<file path="config.mk">
export PLATFORM = sky130hd
export DESIGN_NAME = sap_cpu_gen2_flat
export DESIGN_NICKNAME = d
export VERILOG_FILES = /design/src/rtl/sap_cpu_gen2_if.sv /design/src/rtl/sap_cpu_gen2.sv /design/src/flat_wrapper.sv
export SDC_FILE = /design/constraint.sdc
export NUM_CORES = 1
export LEC_CHECK = 0
export ABC_AREA = 1
export BUFFER_PORTS_ARGS = -buffer_cell sky130_fd_sc_hd__buf_2
export CAP_MARGIN = 20
export CORE_ASPECT_RATIO = 0.5
export CORE_MARGIN = 8
export CORE_UTILIZATION = 50
export CTS_CLUSTER_DIAMETER = 60
export DETAILED_ROUTE_END_ITERATION = 16
export PLACE_DENSITY = 0.66
export SETUP_SLACK_MARGIN = 0.15
export SYNTH_ARGS = -nofsm -noshare
export SYNTH_HDL_FRONTEND = slang
export SYNTH_SLANG_ARGS = --single-unit
</file>
<file path="constraint.sdc">
create_clock -name clk -period 4.3 [get_ports clk]
set_input_delay 0.86 -clock clk [delete_from_list [all_inputs] [get_ports clk]]
set_output_delay 0.86 -clock clk [all_outputs]
set_load 0.05 [all_outputs]
</file>
<file path="src/rtl/sap_cpu_gen2_if.sv">
// sap_cpu_gen2_if: control, program-load and status bundle for sap_cpu_gen2.
//   en         step enable (driven by master)
//   prog       program mode: RAM write port active, core idle
//   prog_addr  RAM write address while prog=1
//   prog_data  RAM write data while prog=1
//   out_reg    output register (driven by core)
//   out_valid  one-cycle strobe on the edge that loads out_reg
//   halted     set by HLT
//   zero_flag  Z flag
//   carry_flag C flag (carry, or borrow on subtraction)
interface sap_cpu_gen2_if #(
    parameter int DATA_W = 8,
    parameter int ADDR_W = 4
);
    logic              en;
    logic              prog;
    logic [ADDR_W-1:0] prog_addr;
    logic [DATA_W-1:0] prog_data;
    logic [DATA_W-1:0] out_reg;
    logic              out_valid;
    logic              halted;
    logic              zero_flag;
    logic              carry_flag;

    modport master (
        output en, prog, prog_addr, prog_data,
        input  out_reg, out_valid, halted, zero_flag, carry_flag
    );

    modport slave (
        input  en, prog, prog_addr, prog_data,
        output out_reg, out_valid, halted, zero_flag, carry_flag
    );
endinterface

</file>
<file path="src/rtl/sap_cpu_gen2.sv">
// sap_cpu_gen2: multi-cycle accumulator CPU with variable-length microcode.
// Ports:
//   clk    system clock, rising edge
//   reset  asynchronous active-low reset
//   bus    sap_cpu_gen2_if.slave (en, prog load port, out_reg/out_valid, status flags)
//
// step | meaning
// -----+-------------------------------------------------------
// T0   | mar <= pc
// T1   | ir <= ram[mar], pc <= pc + 1
// T2   | execute: three-cycle ops finish here, memory ops set mar
// T3   | execute: memory read/write and ALU result for four-cycle ops
module sap_cpu_gen2 #(
    parameter int DATA_W = 8,
    parameter int ADDR_W = 4
) (
    input logic           clk,
    input logic           reset,
    sap_cpu_gen2_if.slave bus
);
    localparam logic [1:0] T0 = 2'd0;
    localparam logic [1:0] T1 = 2'd1;
    localparam logic [1:0] T2 = 2'd2;
    localparam logic [1:0] T3 = 2'd3;

    localparam logic [3:0] OP_NOP = 4'h0;
    localparam logic [3:0] OP_LDA = 4'h1;
    localparam logic [3:0] OP_ADD = 4'h2;
    localparam logic [3:0] OP_OUT = 4'h3;
    localparam logic [3:0] OP_JMP = 4'h4;
    localparam logic [3:0] OP_STA = 4'h5;
    localparam logic [3:0] OP_LDI = 4'h6;
    localparam logic [3:0] OP_SUB = 4'h7;
    localparam logic [3:0] OP_BEQ = 4'h8;
    localparam logic [3:0] OP_CMP = 4'h9;
    localparam logic [3:0] OP_JMC = 4'hA;
    localparam logic [3:0] OP_BNE = 4'hB;
    localparam logic [3:0] OP_AND = 4'hC;
    localparam logic [3:0] OP_OR  = 4'hD;
    localparam logic [3:0] OP_HLT = 4'hF;

    logic [DATA_W-1:0] ram [0:(1<<ADDR_W)-1];

    logic [1:0]        step;
    logic [ADDR_W-1:0] pc;
    logic [ADDR_W-1:0] mar;
    logic [DATA_W-1:0] ir;
    logic [DATA_W-1:0] a;
    logic [DATA_W-1:0] out_reg;
    logic              out_valid;
    logic              halted;
    logic              zf;
    logic              cf;

    logic [3:0]        op;
    logic [ADDR_W-1:0] operand;
    logic [DATA_W-1:0] mem;
    logic [DATA_W:0]   alu;
    logic              four_cycle;
    logic              sta_wr;

    assign op      = ir[DATA_W-1 -: 4];
    assign operand = ir[ADDR_W-1:0];
    assign mem     = ram[mar];

    // Bit DATA_W carries the carry-out for ADD and the unsigned borrow for SUB/CMP.
    always_comb begin
        alu = {1'b0, a} + {1'b0, mem};
        case (op)
            OP_SUB, OP_CMP: alu = {1'b0, a} - {1'b0, mem};
            OP_AND:         alu = {1'b0, a & mem};
            OP_OR:          alu = {1'b0, a | mem};
            default:        alu = {1'b0, a} + {1'b0, mem};
        endcase
    end

    always_comb begin
        four_cycle = 1'b0;
        case (op)
            OP_LDA, OP_ADD, OP_STA, OP_SUB,
            OP_CMP, OP_AND, OP_OR:  four_cycle = 1'b1;
            default:                four_cycle = 1'b0;
        endcase
    end

    assign sta_wr = reset && !bus.prog && bus.en && !halted
                    && (step == T3) && (op == OP_STA);

    // RAM has no reset; the load port wins over a store from the core.
    always_ff @(posedge clk) begin
        if (bus.prog)
            ram[bus.prog_addr] <= bus.prog_data;
        else if (sta_wr)
            ram[mar] <= a;
    end

    always_ff @(posedge clk or negedge reset) begin
        if (!reset) begin
            step      <= T0;
            pc        <= '0;
            mar       <= '0;
            ir        <= '0;
            a         <= '0;
            out_reg   <= '0;
            out_valid <= 1'b0;
            halted    <= 1'b0;
            zf        <= 1'b0;
            cf        <= 1'b0;
        end else if (bus.prog) begin
            // out_reg deliberately survives a reload so the last result stays visible.
            step      <= T0;
            pc        <= '0;
            mar       <= '0;
            ir        <= '0;
            a         <= '0;
            out_valid <= 1'b0;
            halted    <= 1'b0;
            zf        <= 1'b0;
            cf        <= 1'b0;
        end else begin
            out_valid <= 1'b0;
            if (bus.en && !halted) begin
                case (step)
                    T0: begin
                        mar  <= pc;
                        step <= T1;
                    end
                    T1: begin
                        ir   <= mem;
                        pc   <= pc + ADDR_W'(1);
                        step <= T2;
                    end
                    T2: begin
                        step <= four_cycle ? T3 : T0;
                        case (op)
                            OP_LDA, OP_ADD, OP_STA, OP_SUB,
                            OP_CMP, OP_AND, OP_OR: mar <= operand;
                            OP_OUT: begin
                                out_reg   <= a;
                                out_valid <= 1'b1;
                            end
                            OP_JMP: pc <= operand;
                            OP_LDI: a  <= DATA_W'(operand);
                            OP_BEQ: if (zf)  pc <= operand;
                            OP_JMC: if (cf)  pc <= operand;
                            OP_BNE: if (!zf) pc <= operand;
                            OP_HLT: halted <= 1'b1;
                            default: ;
                        endcase
                    end
                    default: begin
                        step <= T0;
                        case (op)
                            OP_LDA: a <= mem;
                            OP_ADD, OP_SUB, OP_AND, OP_OR: begin
                                a  <= alu[DATA_W-1:0];
                                cf <= alu[DATA_W];
                                zf <= (alu[DATA_W-1:0] == '0);
                            end
                            OP_CMP: begin
                                cf <= alu[DATA_W];
                                zf <= (alu[DATA_W-1:0] == '0);
                            end
                            default: ;
                        endcase
                    end
                endcase
            end
        end
    end

    assign bus.out_reg    = out_reg;
    assign bus.out_valid  = out_valid;
    assign bus.halted     = halted;
    assign bus.zero_flag  = zf;
    assign bus.carry_flag = cf;
endmodule
</file>
<file path="src/flat_wrapper.sv">
// flat-port wrapper written by rule: the top's interface ports become plain ports
module sap_cpu_gen2_flat 
#(
    parameter int DATA_W = 8,
    parameter int ADDR_W = 4
)
  (clk, reset, bus_en, bus_prog, bus_prog_addr, bus_prog_data, bus_out_reg, bus_out_valid, bus_halted, bus_zero_flag, bus_carry_flag);
  sap_cpu_gen2_if #(.DATA_W(DATA_W), .ADDR_W(ADDR_W)) bus_i ();
  input logic clk;
  input logic reset;
  input wire logic [$bits(bus_i.en)-1:0] bus_en;
  input wire logic [$bits(bus_i.prog)-1:0] bus_prog;
  input wire logic [$bits(bus_i.prog_addr)-1:0] bus_prog_addr;
  input wire logic [$bits(bus_i.prog_data)-1:0] bus_prog_data;
  output wire logic [$bits(bus_i.out_reg)-1:0] bus_out_reg;
  output wire logic [$bits(bus_i.out_valid)-1:0] bus_out_valid;
  output wire logic [$bits(bus_i.halted)-1:0] bus_halted;
  output wire logic [$bits(bus_i.zero_flag)-1:0] bus_zero_flag;
  output wire logic [$bits(bus_i.carry_flag)-1:0] bus_carry_flag;
  assign bus_i.en = bus_en;
  assign bus_i.prog = bus_prog;
  assign bus_i.prog_addr = bus_prog_addr;
  assign bus_i.prog_data = bus_prog_data;
  assign bus_out_reg = bus_i.out_reg;
  assign bus_out_valid = bus_i.out_valid;
  assign bus_halted = bus_i.halted;
  assign bus_zero_flag = bus_i.zero_flag;
  assign bus_carry_flag = bus_i.carry_flag;
  sap_cpu_gen2 #(.DATA_W(DATA_W), .ADDR_W(ADDR_W)) u_core (.clk(clk), .reset(reset), .bus(bus_i));
endmodule
</file>
Word level (Yosys, flattened, before mapping)
Memory sizes are Yosys's and may differ from the RTL's.
Cells that the tools add are included.
{"block": "classes", "addsub": 3, "multipliers": 0, "div": 0, "n_lt_le_gt_ge": 0, "eq_ne": 25, "shift": 0, "n_mux": 49, "bitwise_logic": 3, "reduce_logical": 32}
{"op": "two-way mux 8 bit", "count": 7}
{"op": "two-way mux 4 bit", "count": 9}
{"op": "one-hot mux 8 bit (2 select lines)", "count": 2}
{"op": "== test 4 bit, second input constant", "count": 7}
{"op": "one-hot mux 9 bit (3 select lines)", "count": 1}
{"op": "two-way mux 1 bit", "count": 23}
{"op": "== test 4 x 3 -> 1 bit, second input constant", "count": 4}
{"op": "one-hot mux 4 bit (2 select lines)", "count": 2}
{"op": "one-hot mux 4 bit (4 select lines)", "count": 1}
{"op": "nonzero test 2 bit", "count": 5}
{"op": "adder 8 x 8 -> 9 bit", "count": 1}
{"op": "AND reduction 3 bit", "count": 3}
{"op": "subtractor 8 x 8 -> 9 bit", "count": 1}
{"op": "AND 8 bit", "count": 1}
{"op": "== test 4 x 2 -> 1 bit, second input constant", "count": 2}
{"op": "logical NOT 8 bit", "count": 1}
{"op": "!= test 4 x 3 -> 1 bit, second input constant", "count": 2}
{"op": "OR 8 bit", "count": 1}
{"op": "AND reduction 4 bit", "count": 2}
{"op": "OR reduction 8 bit", "count": 1}
{"op": "OR reduction 7 bit", "count": 1}
{"op": "logical AND 1 bit", "count": 6}
{"op": "two-way mux 2 bit", "count": 3}
{"op": "!= test 3 bit, second input constant", "count": 2}
{"op": "other kinds (19)", "count": 24}
{"block": "word_totals", "register_bits": 38, "latch_bits": 0, "ram_bits": 128, "romBits": 0, "in_bits": 16, "out_inout_bits": 12, "wordCells": 123, "memories": 1}
{"memory": "u_core.ram", "depth": 16, "width": 8, "rd": 1, "rd_clocked_by_memory_dff": 0, "write_ports": 1, "line": "sap_cpu_gen2.sv:42", "text": "logic [DATA_W-1:0] ram [0:(1<<ADDR_W)-1];"}

Longest topological paths before layout
{"block": "logic_depth", "depth_word": 11, "ltp_mapped": 27, "depth_no_buf": 25}

Worst setup path after synthesis
OpenSTA, ideal clock, no wires.
{"block": "synth_timing", "kind": "reg-to-reg", "start": "register u_core.mar[0]", "end": "register u_core.zf (netlist: u_core.bus.zero_flag)", "setup_time_ns": 0.118, "arrival_time_ns": 3.080, "t_required_ns": 4.182, "path_slack_ns": 1.102, "stages_incl_launch_ff": 25, "n_path_buf": 3, "period_less_slack_ns": 3.198, "cell_sequence": "dfrtp_1 -> buf_6 -> buf_6 -> buf_6 -> o21ai_0 -> o211ai_1 -> nand3_1 -> nand2_1 -> inv_1 -> ha_1 -> nand3_1 -> nor2_1 -> nor2_1 -> xor2_1 -> ha_1 -> nand2_1 -> or2_2 -> nand3_1 -> o21ai_0 -> a21oi_1 -> nor2_1 -> nand3_1 -> nor2_1 -> nand2_1 -> nand2_1"}
{"block": "synth_between", "elab_chain_len": 8, "elab_cells_between_ends": 11, "classes_between": "2 x add/sub; 5 x mux; 2 x bitwise; 1 x reduce/logical; 1 x memory"}
{"item": "from (decl)", "line": "sap_cpu_gen2.sv:46", "text": "logic [ADDR_W-1:0] mar;"}
{"item": "from (signal assigned)", "line": "sap_cpu_gen2.sv:125", "text": "mar <= pc;"}
{"item": "from (signal assigned)", "line": "sap_cpu_gen2.sv:137", "text": "OP_CMP, OP_AND, OP_OR: mar <= operand;"}
{"item": "memory read (16 x 8 bit) (*)"}
{"item": "adder 8 x 8 -> 9 bit, or another cell as far along"}
{"item": "one-hot mux 9 bit (3 select lines) (*)", "line": "sap_cpu_gen2.sv:69", "text": "case (op)"}
{"item": "logical NOT 8 bit (*)", "line": "sap_cpu_gen2.sv:158, sap_cpu_gen2.sv:162"}
{"item": "two-way mux 1 bit (*)"}
{"item": "two-way mux 1 bit (*)", "line": "sap_cpu_gen2.sv:123", "text": "case (step)"}
{"item": "two-way mux 1 bit (*)", "line": "sap_cpu_gen2.sv:122", "text": "if (bus.en && !halted) begin"}
{"item": "two-way mux 1 bit (*)", "line": "sap_cpu_gen2.sv:109", "text": "end else if (bus.prog) begin"}
{"item": "to (signal assigned)", "line": "sap_cpu_gen2.sv:158", "text": "zf <= (alu[DATA_W-1:0] == '0);"}
{"item": "to (signal assigned)", "line": "sap_cpu_gen2.sv:162", "text": "zf <= (alu[DATA_W-1:0] == '0);"}
{"item": "to (decl)", "line": "sap_cpu_gen2.sv:52", "text": "logic zf;"}
Mark *: on every way between the ends. The rest lies on a longest branch, timed or not. The select of a mux whose other input is x is not followed.
A chain may end at the register's enable or synchronous reset.

Worst setup path after layout
{"block": "layout_timing", "start": "register u_core.mar[3]", "end": "register u_core.zf (netlist: u_core.bus.zero_flag)"}
The elaborated chain is that of the path after synthesis.

==> results by group <==
STA
  – RSZ-0062 raised after global routing: false
  – Post-route worst setup slack: 449 ps
  – Setup TNS: 0 ps
  – Worst Clk Skew: 15.0 ps
  – Relative slew slack: 40.9%
  – Max Fclk: 0.260 GHz
  – Final hold vios: 0
  – Final setup violation count: 0
  – Fin crit share: 89.6%
  – Tmin final: 3850 ps
  – Fin. max-slew vios: 0
  – Slew @ Worst Pin: 883 ps

Routing
  – Avg WL per Cell: 19.5 um
  – Initial detailed-routing violation count: 693
  – First-pass iteration count of the detailed router: 5
  – Routed wire length: 21300 um
  – Number of remaining DRC errors: 0
  – Antenna Nets Post-Route: 0
  – Routed vias: 6215
  – Via density per instance: 5.71

Critical path
  – Crit path launch type: register
  – Worst setup EP type: register
  – Crit path DAT: 4220 ps
  – Worst Path Max Fanout: 10
  – Crit Path Class: register to register
  – Data required, critical path: 4670 ps

Run
  – Max-cap violations: 0

Cells and area
  – Commonest non-fill, non-tap cell in the layout: nor2_1
  – Layout cells sized above 1: 12.6%
  – Final Non-Filler Cells: 1088
  – Antenna Cells: 0
  – Largest register FFs: 128
  – Fin util: 58.2%
  – Largest Register: u_core.ram
  – Post-layout nets: 900
  – Layout area overhead: 12.3%
  – Most frequent cells in the layout: nor2_1, edfxtp_1, nand2_1

Placement
  – Pre-CTS setup slack: 318 ps
  – Placed cells: 1056
  – Number of I/O port buffers: 27
  – Hpwl dp: 14000 um
  – Placer Congestion: 0.945

Synth
  – Top post-synthesis cells by area: edfxtp_1, dfrtp_1, o21ai_0
  – Post-synth top area cell: edfxtp_1
  – Synth Warn #: 0
  – #FFs+latches synth: 166
  – Ys async rst share: 22.9%
  – Synth Instances: 835
  – Post-synthesis compound-gate area fraction: 12.3%
  – Register area share after synthesis: 59.4%
  – Synthesized area per cell: 9.66 um2
  – Post-synth EDFFs: 128
  – Post-synthesis adder-cell area fraction: 2.11%
  – Mapped Area: 8070 um2
  – Synth Area in XOR/XNOR: 0.760%
  – Multiplexer share of the synthesized area: 0%
  – Number of distinct library cells after synthesis: 42
  – Largest family of logic cells by synthesized area: simple AND/OR/NAND/NOR gates
  – Syn nets: 864
  – Most common flop cell mapped by yosys: edfxtp_1
  – Simple-Gate Fraction of Synth Area: 18.9%
  – Top-area cell type share of the netlist area: 47.6%

Global route
  – First-pass GRT wire length: 33600 um
  – Initial antenna violation count: 0
  – GRT Util Overall: 20.9%
  – Vias in the first global route: 5995
  – GRT overflow: 0
  – Largest net degree at the start of global routing: 52

Worst hold path
  – Hold WC Path Type: register to register

Clocking
  – Worst-Skew Late Latency: 430 ps
  – CTS tree: yes
  – Clk sink count: 166
  – Post-CTS Hold Fix Bufs: 0
  – Number of buffers created by CTS: 17
  – H-tree lvl count: 4
  – CTS Root Cell: clkbuf_16
  – Clock Tree Buf Depth: 2
  – Post-CTS setup buffer count: 0
  – Clock transition at the registers of the reported paths: 80 ps

Power and ir drop
  – Clock power share: 33.4%
  – Sw power: 0.00166 W
  – Internal Pwr Total: 0.00304 W
  – VDD IR-drop max: 281 uV
  – Pwr/cell area: 519 nW/um2
  – Gate power share: 27.1%
  – Pleak: 3.70 nW
  – Net Sw Frac: 35.3%
  – Reg power frac: 39.5%

Die
  – Standard-cell rows: 32
  – Initial Utilization: 51.8%
  – Chip width: 196 um
  – Die height: 106 um
  – Ports: 28
  – Die area: 20700 um2
  – Core region area: 15600 um2

Outcome
  – Status: finished, final reports clean
[kinds of logic (layout without fill, tap and decap cells)]
logic type	count (synthesis)	count (layout)
xor+xnor	7	7
flops	166	166
compound gates	175	175
fa+ha+maj	13	13
simple gates	355	355
buf+inv	119	168
[metal layers]
| layer | vias to the layer above | share of wire [%] | wire [um] | track usage, % |
|---|---|---|---|---|
| met5 | - | 0 | 0 | 0 |
| met4 | 0 | 1.6 | 331 | 6.67 |
| met3 | 25 | 7.3 | 1550 | 4.41 |
| met2 | 246 | 45 | 9550 | 31.8 |
| met1 | 2998 | 46 | 9810 | 29.7 |
| li1 | 2946 | - | - | - |
[worst paths after layout]
kind	start	end	slack [ps]	cells past startpoint
worst min-delay path	u_core.bus.out_reg[2]	u_core.bus.out_reg[2]	480	2
worst max-delay path	u_core.mar[3]	u_core.bus.zero_flag	450	19
worst min register to register	u_core.bus.out_reg[2]	u_core.bus.out_reg[2]	480	2
max in group asynchronous	reset	u_core.mar[0]	3350	2
worst max register to register	u_core.mar[3]	u_core.bus.zero_flag	450	19
min in group asynchronous	reset	u_core.bus.out_reg[1]	560	2
[critical path, cell delays in order, from the launching register on]
cell      delay (ps)
dfrtp_1          640
clkinv_1         420
nand3_1          250
nand2_1          100
inv_1            140
ha_1             190
nand3_1          110
nor2_1           180
nor2_1            70
xor2_1           150
ha_1             360
a21oi_1          200
nand3_1          170
o21ai_0          180
a21oi_1           60
a21oi_1          210
nand3_1          120
nor2_1           100
nand2_1           70
nand2_1           60
[power groups by stage]
stage	logic, W	clock network [W]	registers (W)
final	0.00127	0.00157	0.00186
after global routing	0.00142	0.00164	0.00186
after global placement	0.00122	0	0.00189
after CTS	0.00125	0.00159	0.00185
after floorplan	0.000893	0	0.00188
after detailed placement	0.00124	0	0.00189
[synth_stat cells (3+ instances only)]
master	instances
o211ai_1	25
nand4_1	5
o22ai_1	9
edfxtp_1	128
clkbuf_1	9
xor2_1	5
nor2_2	3
buf_2	12
nor3_1	6
ha_1	12
a31oi_1	3
nor2_1	133
nand2_1	121
dfrtp_1	38
nand2_2	6
inv_1	77
buf_4	3
o21ai_0	101
buf_6	7
nand3_1	71
inv_2	9
a21oi_1	27
[per-stage QoR]
stage	power, W	hold WS (ps)	cell area (um2)
floorplan	0.00277	458	8070
global placement	0.00311	462	8430
detailed placement	0.00312	469	8440
CTS	0.00469	487	9040
global route	0.00492	503	9060
finish	0.00470	482	9060
[final cells by class]
type	instances	area (um2)
fillers	1331	6510
flip-flops and latches	166	4800
multi-input cells	550	2750
clock buffers	17	425
inverters	88	334
repair buffers	48	322
well taps	204	255
clock inverters	15	176
[repair_timing]
action,CTS,global route
resized for setup,0,9
endpoints found under the hold margin,0,0
endpoints found under the setup margin,0,4
Note: power is estimated with default switching activity, not from simulation.
